**src/rtl/mult_pkg.sv**
```systemverilog
// Shared definitions for the sequential shift-add multiplier.
package mult_pkg;

    localparam int DEFAULT_WIDTH = 4;

    typedef enum logic [1:0] {
        ST_IDLE = 2'd0,
        ST_RUN  = 2'd1,
        ST_DONE = 2'd2
    } state_t;

endpackage

```
**src/rtl/add_gate_stage.sv**
```systemverilog
// One gated-adder row: {cout, s} = acc + (gate ? a : 0).
module add_gate_stage #(
    parameter int WIDTH = 4
) (
    input  logic [WIDTH-1:0] acc,
    input  logic [WIDTH-1:0] a,
    input  logic             gate,
    output logic [WIDTH-1:0] s,
    output logic             cout
);

    logic [WIDTH-1:0] addend;

    always_comb begin
        addend    = gate ? a : '0;
        {cout, s} = {1'b0, acc} + {1'b0, addend};
    end

endmodule

```
**src/rtl/mult_seq_ctrl.sv**
```systemverilog
// Sequential unsigned multiplier: one gated-adder stage reused for WIDTH cycles
// behind a start/busy/done handshake.
module mult_seq_ctrl
    import mult_pkg::*;
#(
    parameter int WIDTH = DEFAULT_WIDTH,
    parameter int CNT_W = $clog2(WIDTH + 1)
) (
    input  logic                 clk,
    input  logic                 rst,
    input  logic                 start,
    input  logic [WIDTH-1:0]     a,
    input  logic [WIDTH-1:0]     b,
    output logic                 busy,
    output logic                 done,
    output logic [2*WIDTH-1:0]   product
);

    state_t             state;
    state_t             state_nxt;
    logic               accept;
    logic               last_step;

    logic [WIDTH-1:0]   mcand;
    logic [WIDTH-1:0]   acc_hi;
    logic [WIDTH-1:0]   mq;
    logic [CNT_W-1:0]   cnt;

    logic [WIDTH-1:0]   sum;
    logic               carry;

    add_gate_stage #(.WIDTH(WIDTH)) u_stage (
        .acc  (acc_hi),
        .a    (mcand),
        .gate (mq[0]),
        .s    (sum),
        .cout (carry)
    );

    assign last_step = (cnt == CNT_W'(WIDTH - 1));

    always_ff @(posedge clk) begin
        if (rst) begin
            state <= ST_IDLE;
        end else begin
            state <= state_nxt;
        end
    end

    always_comb begin
        state_nxt = state;
        busy      = 1'b0;
        done      = 1'b0;
        accept    = 1'b0;
        case (state)
            ST_IDLE: begin
                if (start) begin
                    accept    = 1'b1;
                    state_nxt = ST_RUN;
                end
            end
            ST_RUN: begin
                busy = 1'b1;
                if (last_step) begin
                    state_nxt = ST_DONE;
                end
            end
            ST_DONE: begin
                done = 1'b1;
                if (start) begin
                    accept    = 1'b1;
                    state_nxt = ST_RUN;
                end else begin
                    state_nxt = ST_IDLE;
                end
            end
            default: state_nxt = ST_IDLE;
        endcase
    end

    // Each RUN edge shifts {carry, sum, mq} right by one; the final step's
    // shifted value is captured straight into product.
    always_ff @(posedge clk) begin
        if (rst) begin
            mcand   <= '0;
            acc_hi  <= '0;
            mq      <= '0;
            cnt     <= '0;
            product <= '0;
        end else if (accept) begin
            mcand  <= a;
            mq     <= b;
            acc_hi <= '0;
            cnt    <= '0;
        end else if (state == ST_RUN) begin
            acc_hi <= {carry, sum[WIDTH-1:1]};
            mq     <= {sum[0], mq[WIDTH-1:1]};
            cnt    <= cnt + CNT_W'(1);
            if (last_step) begin
                product <= {carry, sum, mq[WIDTH-1:1]};
            end
        end
    end

endmodule

```
**config.mk**
```make
export PLATFORM = sky130hd
export DESIGN_NAME = mult_seq_ctrl
export DESIGN_NICKNAME = d
export VERILOG_FILES = /design/src/rtl/mult_pkg.sv /design/src/rtl/add_gate_stage.sv /design/src/rtl/mult_seq_ctrl.sv
export SDC_FILE = /design/constraint.sdc
export NUM_CORES = 1
export LEC_CHECK = 0
export BUFFER_PORTS_ARGS = -buffer_cell sky130_fd_sc_hd__buf_2
export CORE_MARGIN = 10
export CORE_UTILIZATION = 40
export CTS_BUF_LIST = sky130_fd_sc_hd__clkbuf_8
export DETAILED_ROUTE_END_ITERATION = 10
export PLACE_DENSITY = 0.72
export SYNTH_ARGS = -nofsm -noshare
export SYNTH_HDL_FRONTEND = slang
export SYNTH_HIERARCHICAL = 1
export SYNTH_SLANG_ARGS = --single-unit
```
**constraint.sdc**
```tcl
create_clock -name clk -period 4.82 [get_ports clk]
set_input_delay 0.723 -clock clk [delete_from_list [all_inputs] [get_ports clk]]
set_output_delay 0.723 -clock clk [all_outputs]
set_load 0.03 [all_outputs]
```
Yosys cells after proc, flatten, opt, wreduce, memory -nomap -nowiden

Index checks and enable logic that the tools add are counted.

Add/subtract/negate cells: 2
Eq/ne operators: 5
Muxes and demuxes: 11
Bitwise logic cells: 1
Reductions and logical operators: 6

Operators by type and width:

| kind                | count |
|---|---|
| $mux 4              | 3 |
| $pmux 2 s3          | 1 |
| $add 4x4->5         | 1 |
| $mux 1              | 5 |
| $mux 2              | 2 |
| $ne 2x2->1 const B  | 2 |
| $reduce_or 2->1     | 2 |
| $add 3x1->3 const B | 1 |
| $eq 3x2->1 const B  | 1 |
| $reduce_and 3->1    | 1 |
| $eq 2x1->1 const B  | 1 |
| $eq 2x2->1 const B  | 1 |
| $logic_not 2->1     | 1 |
| $reduce_and 2->1    | 1 |
| $reduce_bool 2->1   | 1 |
| $not 1->1           | 1 |

Register bits after elaboration: 25
Input port bits: 11
Output and inout bits: 10

Depth between registers and ports, before layout

Word-level depth: 5
Depth in mapped cells: 9
Mapped depth without buffers: 9

Modules after synthesis

Netlist, hierarchy kept.

By module, submodules not included:

| module         | times used | cells an instance | area each (µm²) | sequential area each (µm²) |
|---|---|---|---|---|
| mult_seq_ctrl  | 1          | 113               | 955.9           | 500.5 |
| add_gate_stage | 1          | 20                | 158.9           | 0.0 |

Worst setup path before layout

OpenSTA, ideal clock, no wires.

Kind: register to register
Start: register mq[0]
End: register product[7]
Setup time: 70 ps
Arrival: 1457 ps
Required time: 4750 ps
Slack: 3293 ps
Cell stages (with the launch flop): 10
Path buffers: 0
Period minus slack after synthesis: 1527 ps
Path through: dfxtp_1 > and2_1 > ha_1 > inv_1 > fa_1 > nor2b_1 > o21ai_0 > nand2b_1 > nand3_1 > a21oi_1

Longest elaborated chain between the ends: 2

RTL lines:

| item                   | line                 | RTL |
|---|---|---|
| start, declared        | mult_seq_ctrl.sv:26  | `logic [WIDTH-1:0] mq;` |
| start signal, assigned | mult_seq_ctrl.sv:97  | `mq <= {sum[0], mq[WIDTH-1:1]};` |
| $mux 4                 | add_gate_stage.sv:15 | `addend = gate ? a : '0;` |
| $add 4x4->5            | add_gate_stage.sv:16 | `{cout, s} = {1'b0, acc} + {1'b0, addend};` |
| via carry              | mult_seq_ctrl.sv:30  | `logic carry;` |
| end signal, assigned   | mult_seq_ctrl.sv:100 | `product <= {carry, sum, mq[WIDTH-1:1]};` |
| end, declared          | mult_seq_ctrl.sv:16  | `output logic [2*WIDTH-1:0] product` |

The timed path passes the listed nets, and every way through them passes these cells.
A chain may end at the register's enable or synchronous reset.

Final worst setup path

Start: register state[0]
End: output busy

Longest elaborated chain between the ends: 2

RTL lines:

| item                   | line                | RTL |
|---|---|---|
| start, declared        | mult_seq_ctrl.sv:19 | `state_t state;` |
| start signal, assigned | mult_seq_ctrl.sv:46 | `state <= state_nxt;` |
| $eq 2x1->1             | mult_seq_ctrl.sv:55 | `case (state)` |
| $mux 1                 | mult_seq_ctrl.sv:55 |  |
| end, declared          | mult_seq_ctrl.sv:14 | `output logic busy,` |

No other way between the ends.

==> impl_metrics.py <==
metrics = {
    "placed_design": {
        "dp_slack_ns": 2.81,
        "hpwlAfterDp_um": 1740,
        "routabilityCongestion": 0.834,
        "io_buffers": 20,
    },
    "sta": {
        "holdWs_ns": 0.452,
        "setup_viol": 0,
        "slew-limit-headroom_pct": 62.8,
        "skew_ns": 0.00244,
        "grt_setup_unrepaired": "no",
        "fin_ws_ns": 2.53,
        "drv_slew": 0,
        "hold_violations": 0,
        "fmax_mhz": 436,
        "period_minus_slack_ns": 2.29,
        "min_period_over_period_pct": 47.6,
        "tightest_slew_ns": 0.557,
        "fin_setup_tns_ns": 0,
    },
    "critical_path": {
        "end_kind": "primary output",
        "slowest_delay_ns": 0.39,
        "cp.depth": 3,
        "cp.arrival_ns": 1.57,
        "path_class": "reg2out",
        "start_kind": "register",
        "crit_path_top_delay_cell": "dfxtp_1",
        "critPathBufInv": 2,
        "crit_chain": "nand2b_1 > inv_2 > buf_2",
        "r2r_cells": 9,
        "path_delay_family": "buffers and inverters",
        "cp_max_fo": 21,
        "cp.required_ns": 4.10,
    },
    "flow_run": {
        "drv_cap": 0,
    },
    "synthesis": {
        "synth-seq-cells": 25,
        "yosysWarnings": 6,
        "netlist_instances": 133,
        "synthAdderAreaFrac_pct": 8.53,
        "yosys.area_share.simple_pct": 24.6,
        "synth_seq_area_share_pct": 44.9,
        "synthTopCellsByArea": "dfxtp_1 45%, nand2_1 9.1%, a21oi_1 7.6%",
        "synth_area_mm2": 0.00111,
        "yosysTopAreaCell": "dfxtp_1",
        "yosys-mux-area-fraction_pct": 0,
        "yosys_most_used_dff": "dfxtp_1",
        "synth_edf_count": 0,
        "async_reset_ff_share_pct": 0,
        "postSynthAreaPerCell_um2": 8.38,
        "synth_compound_area_share_pct": 13.6,
        "synthXorXnorAreaFrac_pct": 2.36,
        "yosysMostFrequentCell": "nand2_1",
        "syn-num-nets": 151,
        "yosys.cell_types.count": 26,
        "ys_top_cells_by_count": "27 x nand2_1, 25 x dfxtp_1, 17 x a21oi_1, 8 x nand3_1, 8 x nor3_1",
        "synth_top_family_by_area": "simple AND/OR/NAND/NOR gates",
        "yosys.area.top_type_share_pct": 44.9,
    },
    "clocking": {
        "numCtsBuffers": 3,
        "htreeDepth": 1,
        "postCtsSetupRepairBufs": 0,
        "worst_skew_pair.late_latency_ns": 0.27,
        "holdBufCountCts": 0,
        "cts.sinks": 25,
        "cts_tree": "built",
        "cts-resized-gates": 0,
        "cts_root_buf": "clkbuf_8",
        "cts.path.max_buffers": 2,
        "path_clk_slew_ns": 0.08,
    },
    "floorplan": {
        "io_pins": 21,
        "rows": 19,
        "start_util_pct": 41.1,
        "core_area_mm2": 0.00271,
        "die_x_um": 72.8,
        "die_area_mm2": 0.00530,
        "fp.dieH_um": 72.8,
    },
    "power": {
        "vdd_drop_max_mv": 0.225,
        "powerDensity_mw_per_mm2": 304,
        "total_power_mw": 0.382,
        "leakage_nw": 0.535,
    },
    "hold_path": {
        "hold_class": "reg2reg",
        "whs_path_depth": 2,
    },
    "routing": {
        "routedWlPerCell_um": 12.5,
        "drc": 0,
        "wirelength_um": 2250,
        "drt-initial-drc-count": 26,
        "routed_via_density": 5.16,
        "dr_total_vias": 928,
        "ant_nets": 0,
        "drt_pass1_iterations": 4,
    },
    "layout": {
        "antenna_cells": 0,
        "fin_nets": 168,
        "areaGrowthSynthToFinish_pct": 12.6,
        "fillers": 285,
        "layout-drive-gt1-share_pct": 18.8,
    },
    "grt": {
        "grt_pass1_vias": 912,
        "antenna_found_initial": 0,
        "grt_max_degree": 22,
        "grt_pass1_wl_um": 3970,
        "track_usage_pct": 9.08,
        "gr-total-overflow": 0,
    },
    "status": {
        "outcome": "finished clean",
    },
}
per-stage QoR:
step | cells | cell area, um2 | util (%)
after global placement | 176 | 1210 | 44.6
after detailed placement | 176 | 1210 | 44.6
final | 180 | 1250 | 46.3
after CTS | 180 | 1250 | 46.3
after floorplan | 133 | 1110 | -
after global routing | 180 | 1250 | 46.3
report_power, final:
group / internal [mW] / switching (mW) / total (mW)
combinational: 0.0147 / 0.0246 / 0.0393
clock: 0.0579 / 0.0655 / 0.123
sequential: 0.214 / 0.00536 / 0.219
registers in the layout (all words and copies together) (netlist names):
signal   count
acc_hi       4
mcand        4
product      8
state        2
cnt          3
mq           4
final timing paths:
path | slack [ns] | to | from
worst max-delay path | 2.53 | busy | state[0]
worst min-delay path | 0.45 | mcand[2] | mcand[2]
worst max register to register | 3.04 | product[7] | mq[0]
worst min register to register | 0.45 | mcand[2] | mcand[2]
layout make-up:
type / instances / area (um2) / share of cell area [%]
Clock buffer: 3 / 41.3 / 3.29
Tap cell: 31 / 38.8 / 3.09
Inverter: 6 / 22.5 / 1.79
Timing Repair Buffer: 20 / 100 / 7.98
Sequential cell: 25 / 500 / 39.9
Clock inverter: 1 / 5.00 / 0.399
Multi-Input combinational cell: 94 / 547 / 43.6
tightest hold or removal path, delay by kind of cell (launching register included):
kind,cells,cell delay [ns]
DFF,1,0.31
and+or+nand+nor,1,0.05
AOI/OAI and AO/OA,1,0.05
layer usage:
| layer | share of wire [%] | wire length, um | GRT usage, % | vias up |
|---|---|---|---|---|
| met3 | 4.0 | 91 | 1.90 | 5 |
| met4 | 3.0 | 67 | 5.70 | 0 |
| met5 | 0 | 0 | 0 | - |
| met1 | 48 | 1080 | 11.1 | 430 |
| li1 | - | - | - | 476 |
| met2 | 45 | 1020 | 14.1 | 17 |
cells by family (layout without fill, tap and decap cells):
group / Yosys count / in the layout
and+or+nand+nor: 58 / 58
AOI/OAI and AO/OA: 26 / 26
DFF: 25 / 25
buffers and inverters: 14 / 30
adders and majority gates: 7 / 7
xor gates and xnor gates: 3 / 3
placed cells by master (no fill, tap or decap), types with 3 or more instances in the layout:
cell type / Yosys / routed
a21oi_1: 17 / 17
and2_1: 3 / 3
buf_2: 3 / 20
clkbuf_8: 0 / 3
dfxtp_1: 25 / 25
ha_1: 6 / 6
inv_1: 5 / 5
nand2_1: 27 / 27
nand2b_1: 3 / 3
nand3_1: 8 / 8
nor2_1: 4 / 4
nor2b_1: 3 / 3
nor3_1: 8 / 8
o22ai_1: 4 / 4
xnor2_1: 3 / 3
Power figures use the tool's default switching activity.
